<file path="src/rtl/vdp_cpu_port.sv">
// CPU-side port of the VDP: TMS9918-style data/control decode, register file,
// auto-incrementing VRAM pointer, ordered VRAM request FIFO, read-ahead buffer and status.
module vdp_cpu_port #(
  parameter int ADDR_W     = 14,
  parameter int NUM_REGS   = 8,
  parameter int FIFO_DEPTH = 4
) (
  input  logic                  clk,
  input  logic                  reset,
  input  logic                  cpu_wr,
  input  logic                  cpu_rd,
  input  logic                  cpu_a0,
  input  logic [7:0]            cpu_din,
  output logic [7:0]            cpu_dout,
  output logic                  cpu_wait,
  output logic                  vram_req,
  output logic                  vram_we,
  output logic [ADDR_W-1:0]     vram_addr,
  output logic [7:0]            vram_wdata,
  input  logic                  vram_ack,
  input  logic [7:0]            vram_rdata,
  input  logic                  vblank,
  output logic                  irq,
  output logic [NUM_REGS*8-1:0] regs
);

  localparam int PTR_W = (FIFO_DEPTH > 1) ? $clog2(FIFO_DEPTH) : 1;
  localparam int CNT_W = PTR_W + 1;

  logic [7:0]        reg_file [NUM_REGS];
  logic [ADDR_W-1:0] pointer;
  logic [ADDR_W-1:0] ptr_next;
  logic [ADDR_W-1:0] set_addr;
  logic [7:0]        latch_byte;
  logic              flag;
  logic [7:0]        read_buf;
  logic              status_f;
  logic              status_ovf;

  logic              fifo_we   [FIFO_DEPTH];
  logic [ADDR_W-1:0] fifo_addr [FIFO_DEPTH];
  logic [7:0]        fifo_data [FIFO_DEPTH];
  logic [PTR_W-1:0]  wr_idx;
  logic [PTR_W-1:0]  rd_idx;
  logic [CNT_W-1:0]  count;

  logic data_wr, ctrl_wr, data_rd, ctrl_rd, rd_valid;
  logic enq_req, enq_we, enq_ok, pop, fifo_full, ovf_set;
  logic [ADDR_W-1:0] enq_addr;
  logic [7:0]        enq_data;

  // A write strobe wins over a coincident read strobe; the read is simply ignored.
  assign rd_valid = cpu_rd & ~cpu_wr;
  assign data_wr  = cpu_wr & ~cpu_a0;
  assign ctrl_wr  = cpu_wr & cpu_a0;
  assign data_rd  = rd_valid & ~cpu_a0;
  assign ctrl_rd  = rd_valid & cpu_a0;

  assign set_addr = ADDR_W'({cpu_din[5:0], latch_byte});

  always_comb begin
    enq_req  = 1'b0;
    enq_we   = 1'b0;
    enq_addr = pointer;
    enq_data = 8'h00;
    ptr_next = pointer;
    if (data_wr) begin
      enq_req  = 1'b1;
      enq_we   = 1'b1;
      enq_data = cpu_din;
      ptr_next = pointer + ADDR_W'(1);
    end else if (ctrl_wr && flag && !cpu_din[7]) begin
      ptr_next = set_addr;
      if (!cpu_din[6]) begin
        enq_req  = 1'b1;
        enq_addr = set_addr;
        ptr_next = set_addr + ADDR_W'(1);
      end
    end else if (data_rd) begin
      enq_req  = 1'b1;
      ptr_next = pointer + ADDR_W'(1);
    end
  end

  // A pop in the same cycle frees a slot, so a full FIFO can still accept that enqueue.
  assign fifo_full = (count == CNT_W'(FIFO_DEPTH));
  assign pop       = vram_req & vram_ack;
  assign enq_ok    = enq_req & (~fifo_full | pop);
  assign ovf_set   = enq_req & fifo_full & ~pop;

  assign vram_req   = (count != '0);
  assign vram_we    = vram_req & fifo_we[rd_idx];
  assign vram_addr  = vram_req ? fifo_addr[rd_idx] : '0;
  assign vram_wdata = vram_req ? fifo_data[rd_idx] : 8'h00;
  assign cpu_wait   = fifo_full;

  always_ff @(posedge clk) begin
    if (enq_ok) begin
      fifo_we[wr_idx]   <= enq_we;
      fifo_addr[wr_idx] <= enq_addr;
      fifo_data[wr_idx] <= enq_data;
    end
  end

  always_ff @(posedge clk or posedge reset) begin
    if (reset) begin
      wr_idx   <= '0;
      rd_idx   <= '0;
      count    <= '0;
      read_buf <= 8'h00;
    end else begin
      if (enq_ok) wr_idx <= wr_idx + PTR_W'(1);
      if (pop) rd_idx <= rd_idx + PTR_W'(1);
      count <= count + CNT_W'(enq_ok) - CNT_W'(pop);
      if (pop && !fifo_we[rd_idx]) read_buf <= vram_rdata;
    end
  end

  always_ff @(posedge clk or posedge reset) begin
    if (reset) begin
      pointer    <= '0;
      latch_byte <= 8'h00;
      flag       <= 1'b0;
      cpu_dout   <= 8'h00;
      status_f   <= 1'b0;
      status_ovf <= 1'b0;
      for (int i = 0; i < NUM_REGS; i++) reg_file[i] <= 8'h00;
    end else begin
      pointer <= ptr_next;
      if (ctrl_wr) begin
        if (!flag) begin
          latch_byte <= cpu_din;
          flag       <= 1'b1;
        end else begin
          flag <= 1'b0;
          if (cpu_din[7]) begin
            for (int i = 0; i < NUM_REGS; i++)
              if (cpu_din[3:0] == 4'(i)) reg_file[i] <= latch_byte;
          end
        end
      end
      if (data_wr || data_rd || ctrl_rd) flag <= 1'b0;
      if (data_rd) cpu_dout <= read_buf;
      if (ctrl_rd) cpu_dout <= {status_f, fifo_full, status_ovf, 5'b0};
      // A vblank arriving with the status read survives the clear.
      status_f   <= vblank | (status_f & ~ctrl_rd);
      status_ovf <= ovf_set | (status_ovf & ~ctrl_rd);
    end
  end

  for (genvar n = 0; n < NUM_REGS; n++) begin : g_regs
    assign regs[8*n +: 8] = reg_file[n];
  end

  if (NUM_REGS >= 2) begin : g_irq
    assign irq = status_f & reg_file[1][5];
  end else begin : g_no_irq
    assign irq = 1'b0;
  end

endmodule

</file>
<file path="config.mk">
export PLATFORM = sky130hd
export DESIGN_NAME = vdp_cpu_port
export DESIGN_NICKNAME = d
export VERILOG_FILES = /design/src/rtl/vdp_cpu_port.sv
export SDC_FILE = /design/constraint.sdc
export NUM_CORES = 1
export LEC_CHECK = 0
export ABC_AREA = 1
export BUFFER_PORTS_ARGS = -buffer_cell sky130_fd_sc_hd__buf_2
export CAP_MARGIN = 10
export CELL_PAD_IN_SITES_DETAIL_PLACEMENT = 0
export CELL_PAD_IN_SITES_GLOBAL_PLACEMENT = 1
export CORE_ASPECT_RATIO = 0.5
export CORE_UTILIZATION = 23
export DETAILED_ROUTE_END_ITERATION = 6
export PLACE_DENSITY = 0.51
export SLEW_MARGIN = 10
export SYNTH_ARGS = -nofsm -noshare
export SYNTH_HDL_FRONTEND = slang
export SYNTH_SLANG_ARGS = --single-unit
export TNS_END_PERCENT = 20
</file>
<file path="constraint.sdc">
create_clock -name clk -period 4 [get_ports clk]
set_input_delay 0.4 -clock clk [delete_from_list [all_inputs] [get_ports clk]]
set_output_delay 0.4 -clock clk [all_outputs]
set_load 0.01 [all_outputs]
</file>
==> metrics, run 1 <==
WP data arrival=3050 ps; initial standard-cell utilization of the core=0.2355; initial antenna violation count=0; share of the cycle needed by the critical path after routing=0.6600; HPWL after detailed placement=17620 µm; met2 usage in global routing=0.2169; setup violators final=0; post-synthesis area per instance=9.741 µm²; Setup crit end=count[2]; flip-flop cell with the highest count after synthesis=dfrtp_1; number of instances resized during post-cts repair=0; hold violation count in the final report=0; largest net degree at the start of global routing=79; maximum capacitance violations=0; met1 demand-to-capacity share in global routing=0.1846; Core Box Area=around 0.038 mm²; FMAX=0.3788 GHz; Overall Global Routing Usage=0.1332; first-pass GRT wire length=around 40000 µm; most common library cell in the layout ignoring fill and taps=nand2_1; buffers added on ports=120; sinks on the clock net=about 200; Tightest Pin Transition=1046 ps; cell chosen for the clock root=clkbuf_16; number of enable flip-flop cells after synthesis=92; number of cells produced by synthesis=912; Final Instance Count excl. Fillers=1566; cells traversed along the worst timing path=inv_2 -> nor3_4 -> buf_4 -> nand2_1 -> buf_4 -> nand2_1 -> nand2_2 -> ha_1 -> inv_1 -> ha_1 -> fa_1 -> xor2_1; detailed-route vias per instance=4.297; Mapped Nets=944; busiest layer in global routing=met2; routability-driven placement congestion ratio=0.8015; required time of the worst setup path=4410 ps; Layout Area Growth over Synthesis=20.58%; dominant cells by area after synthesis=dfrtp_1 (32%), edfxtp_1 (31%), nand2_1 (7.9%); end of the worst register-to-register path=count[2]; number of ports placed on the die boundary=121; Antenna Violating Nets Remaining=0; run status=complete, no violations; portion of the post-synthesis area used by sequential elements=0.6265; total power per unit cell area=between 600 and 700 mW/mm²; proportion of register bits with asynchronous set or reset after synthesis=0.5490; horizontal die dimension=about 280 µm; via count of the first global-routing pass=around 6.5k; number of remaining DRC errors=0; num rows=50; number of synthesized register bits=204; number of buffers between clock root and the deepest sink=3; worst min-delay path class=primary input to flop; grt met3 use=0.02287; CP top delay family=adder cells; final slew viol count=0; violation count after the first detailed-route iteration=around 440; Worst Path Buf+Inv=4; cell type with the highest aggregate area in the netlist=dfrtp_1; # nets final=1066; Total Negative Setup Slacks=0 ps; layout cells sized above 1=0.1855; H-tree Lvls=1; clock tree from TritonCTS=built; worst hold-check slack=around 100 ps; Filler Cell Count=4023; count of hold-fix buffers inserted at cts=0; Synth top area share=0.3155; longest individual stage delay on the worst path=approximately 380 ps; clock-pin slew reported for the worst setup and hold paths after clock tree synthesis=60 ps; setup skew after layout=approximately 26 ps; Pleak=4.708 nW; Die Ht=141.0 µm; number of distinct library cell variants in the gate-level netlist after synthesis=38; unrepaired setup endpoints after global routing=no; remaining global-route overflow=0; minimum clock period=2640 ps; worst vdd rail ir drop=~0.28 mV; final wirelength=26230 µm; clock latency reported for the late side of the worst-skew pair=520 ps; cell with the largest stage delay on the worst path=fa_1; vias=6729; capturing element type of the critical path=flop; origin of the worst setup path=flag; Worst Setup Path Type=flop to flop; headroom to the max-slew limit=0.3027; 1st-pass router iterations=6; most frequent cells in the layout=nand2_1 (188), nor2_1 (132), buf_2 (120); type of origin of the critical path=flop; Post CTS Setup Buffer Count=0; average wire per standard cell=16.75 µm; Syn. warnings=0; number of CTS-inserted buffers=22; startpoint of the most critical register-to-register path=flag; path depth of the worst reg2reg path=12; largest fanout on the critical path=29; flop2flop setup slack=1360 ps; placed cell count=1530; full die area=0.03946 mm²; Syn Std Cell Area=0.008884 mm²; number of cells on the critical path=12; final antenna diode count=0
-- registers in the layout (all words and copies together) (netlist names), 3 cells and up --
| name | cells |
|---|---|
| count | 3 |
| cpu_dout | 8 |
| fifo_data | 32 |
| fifo_we | 4 |
| fifo_addr | 56 |
| regs | 64 |
| pointer | 14 |
| read_buf | 8 |
| latch_byte | 8 |
-- kinds of logic (layout without fill, tap and decap cells) --
kind of cell	Yosys count	in the layout	synth area share
AOI/OAI and AO/OA	181	181	0.1097
xor gates and xnor gates	8	8	0.007888
adders and majority gates	9	9	0.01352
buffers and inverters	108	242	0.05282
DFF	204	204	0.6265
and+or+nand+nor	402	402	0.1896
-- worst min-delay path, stage by stage --
cell and delay (ps):
buf_2 70, nand3_1 60, nand2_1 60
-- final cells by class --
cell class	instances	area (µm²)	share of cell area
Inverter	74	280.3	0.02617
Multi-Input combinational cell	600	2865	0.2675
Clock buffer	30	590.6	0.05513
Timing Repair Buffer	132	690.7	0.06448
Clock inverter	6	68.82	0.006424
Sequential cell	204	5565	0.5196
Tap cell	520	650.6	0.06074
-- cells in the mapped netlist, types with 2 or more instances --
cell type / count
nor3_1: 4
clkbuf_1: 12
o21ai_2: 6
nand4_1: 10
nor2_1: 136
xor2_1: 6
a22o_1: 5
buf_2: 15
ha_1: 8
nand2_1: 188
dfrtp_1: 112
o21ai_1: 56
inv_1: 67
inv_2: 7
o21bai_1: 2
nor3_2: 2
o21ai_0: 70
xnor2_1: 2
a21oi_1: 35
edfxtp_1: 92
buf_6: 6
nand2_2: 9
o211ai_1: 2
nand3_1: 46
-- routing by layer --
layer / up-vias / wire (µm)
met4: 0 / 504
met1: 3292 / 12460
met3: 30 / 957
met2: 114 / 12310
met5: - / 0
li1: 3293 / -
-- metrics by stage --
stage,util,cell area (µm²),power [W],setup WS [ps]
floorplan,-,8884,0.004130,641.0
global placement,0.2665,10050,0.004966,1214
detailed placement,0.2665,10050,0.005006,1149
CTS,0.2839,10710,0.006961,1267
global route,0.2839,10710,0.007288,1194
finish,0.2839,10710,0.006814,1360
-- how the worst min path moves through the flow --
stage | start | endpoint | slack [ps] | cells after the start
after detailed placement | read_buf[7] | read_buf[7] | 460 | 2
after global routing | vblank | status_f | 90 | 2
after global placement | read_buf[1] | read_buf[1] | 460 | 2
after floorplan | read_buf[5] | read_buf[5] | 440 | 2
after CTS | vram_rdata[3] | read_buf[3] | 80 | 3
final | vram_rdata[3] | read_buf[3] | 100 | 3
-- power breakdown --
group          leakage (nW)  switching [W]  internal (W)
clock network         0.321       0.000821       0.00110
registers              2.30       0.000229       0.00263
logic                  2.09        0.00138      0.000658
total                  4.71        0.00243       0.00439
(Power assumes the default switching activity.)
==> run 2: changes to the inputs <==
Settings changed: PLACE_DENSITY 0.51 to 0.52.
Clock period 4 ns to 2.4 ns, I/O delays scaled along.
==> metrics, run 2 (synthesis results as in run 1) <==
run status=complete, no violations (unchanged); clock latency reported for the late side of the worst-skew pair=520 ps (about the same); final slew viol count=0 (unchanged); sinks on the clock net=204 (unchanged); Antenna Violating Nets Remaining=0 (unchanged); headroom to the max-slew limit=0.4498 (was 0.3027); max reg flops=64 (unchanged); initial standard-cell utilization of the core=0.2355 (unchanged); remaining global-route overflow=0 (unchanged); horizontal die dimension=279.9 µm (unchanged); type of origin of the critical path=flop (unchanged); worst min-delay path class=primary input to flop (unchanged); final wirelength=26340 µm (was 26230 µm); number of ports placed on the die boundary=121 (unchanged); number of remaining DRC errors=0 (unchanged); Total Negative Setup Slacks=0 ps (unchanged); detailed-route vias per instance=4.237 (was 4.297); full die area=0.03946 mm² (unchanged); num rows=50 (unchanged); routability-driven placement congestion ratio=0.7871 (was 0.8015); maximum capacitance violations=0 (unchanged); Tightest Pin Transition=823.5 ps (was 1046 ps); cell chosen for the clock root=clkbuf_16 (unchanged); most frequent cells in the layout=nand2_1 (188), nor2_1 (132), buf_2 (120) (unchanged); Core Box Area=0.03772 mm² (unchanged); setup skew after layout=8.859 ps (was 25.74 ps); number of buffers between clock root and the deepest sink=3 (unchanged); minimum clock period=roughly 2200 ps; FMAX=roughly 0.45 GHz; H-tree Lvls=1 (unchanged); unrepaired setup endpoints after global routing=no (unchanged); Design Power=0.01165 W (was 0.006814 W); clock tree from TritonCTS=built (unchanged); share of the cycle needed by the critical path after routing=0.9282; number of CTS-inserted buffers=23 (was 22); violation count after the first detailed-route iteration=367 (was 437); Die Ht=141.0 µm (unchanged); Pleak=4.863 nW (was 4.708 nW); largest fanout on the critical path=26 (was 29); required time of the worst setup path=2160 ps (was 4410 ps); HPWL after detailed placement=18190 µm (was 17620 µm); clock-pin slew reported for the worst setup and hold paths after clock tree synthesis=60 ps (about the same); first-pass GRT wire length=40970 µm (was 40030 µm); worst vdd rail ir drop=0.4453 mV (was 0.2846 mV); hold violation count in the final report=0 (unchanged); layout cells sized above 1=0.1998 (was 0.1855); largest net degree at the start of global routing=33 (was 79); 1st-pass router iterations=4 (was 6); average wire per standard cell=16.51 µm (was 16.75 µm); total power per unit cell area=1057 mW/mm² (was 636.1 mW/mm²); Layout Area Growth over Synthesis=24.03% (was 20.58%); # nets final=1092 (was 1066); Worst Setup Path Type=flop to output pin (was flop to flop); via count of the first global-routing pass=6806 (was 6520); WP data arrival=1990 ps (was 3050 ps); most common library cell in the layout ignoring fill and taps=nand2_1 (unchanged); Post CTS Setup Buffer Count=0 (unchanged); initial antenna violation count=0 (unchanged); final antenna diode count=0 (unchanged); setup violators final=0 (unchanged); buffers added on ports=120 (unchanged); vias=6763 (was 6729); Overall Global Routing Usage=0.1349 (was 0.1332); capturing element type of the critical path=output pin (was flop)
-- run 2: worst paths after layout --
| kind | startpoint | endpoint | slack [ps] | cells after the start |
|---|---|---|---|---|
| min in group asynchronous | reset | regs[8] | 440 | 3 |
| max in group asynchronous | reset | regs[45] | 1340 | 4 |
| max reg2reg | flag | count[2] | 340 | 10 |
| min reg2reg | read_buf[5] | read_buf[5] | 470 | 2 |
| max | rd_idx[0] | vram_addr[4] | 170 | 5 |
| min | vram_ack | status_ovf | 40 | 4 |
-- run 2: final cells by class --
class	count	area, µm²
fill	3976	26710
sequential	204	5565
inverter	74	282.8
multi-input combinational	600	2867
tap	520	650.6
clock buffer	27	610.6
timing repair buffer	157	944.7
clock inverter	14	97.59
-- run 2: what timing repair did --
item | CTS | global route
hold buffers | 10 | 0
resized for setup | 0 | 3
endpoints found under the setup margin | 0 | 1
endpoints found under the hold margin | 36 | 0
-- run 2: report_power, final --
part           internal (W)  switching [W]  leakage [nW]
registers           0.00439       0.000389          2.30
logic               0.00120        0.00230          2.22
clock network       0.00192        0.00145         0.349
total               0.00751        0.00413          4.86
-- run 2: stage by stage --
step                      hold WS (ps)  instances    util  worst slack, ps  area (µm²)
final                            42.44       1596  0.2921            172.3       11020
after global routing             49.28       1596  0.2921            6.997       11020
after CTS                        27.65       1596  0.2919            88.44       11010
after detailed placement         435.2       1545  0.2705            300.8       10200
after global placement           424.9       1545  0.2705            330.6       10200
after floorplan                  353.8        912       -            18.28        8887
-- run 2: per-layer routing --
metal	wire length, µm	GRT usage
met2	12470	0.2257
met1	12600	0.1838
met3	760	0.02154
met5	0	0
met4	512	0.02934
-- run 2: worst max-delay path: stages, from the launching register on --
cell and delay (ps):
dfrtp_1 400, clkinv_2 310, buf_4 300, o21ai_0 180, a21oi_1 120, buf_2 160
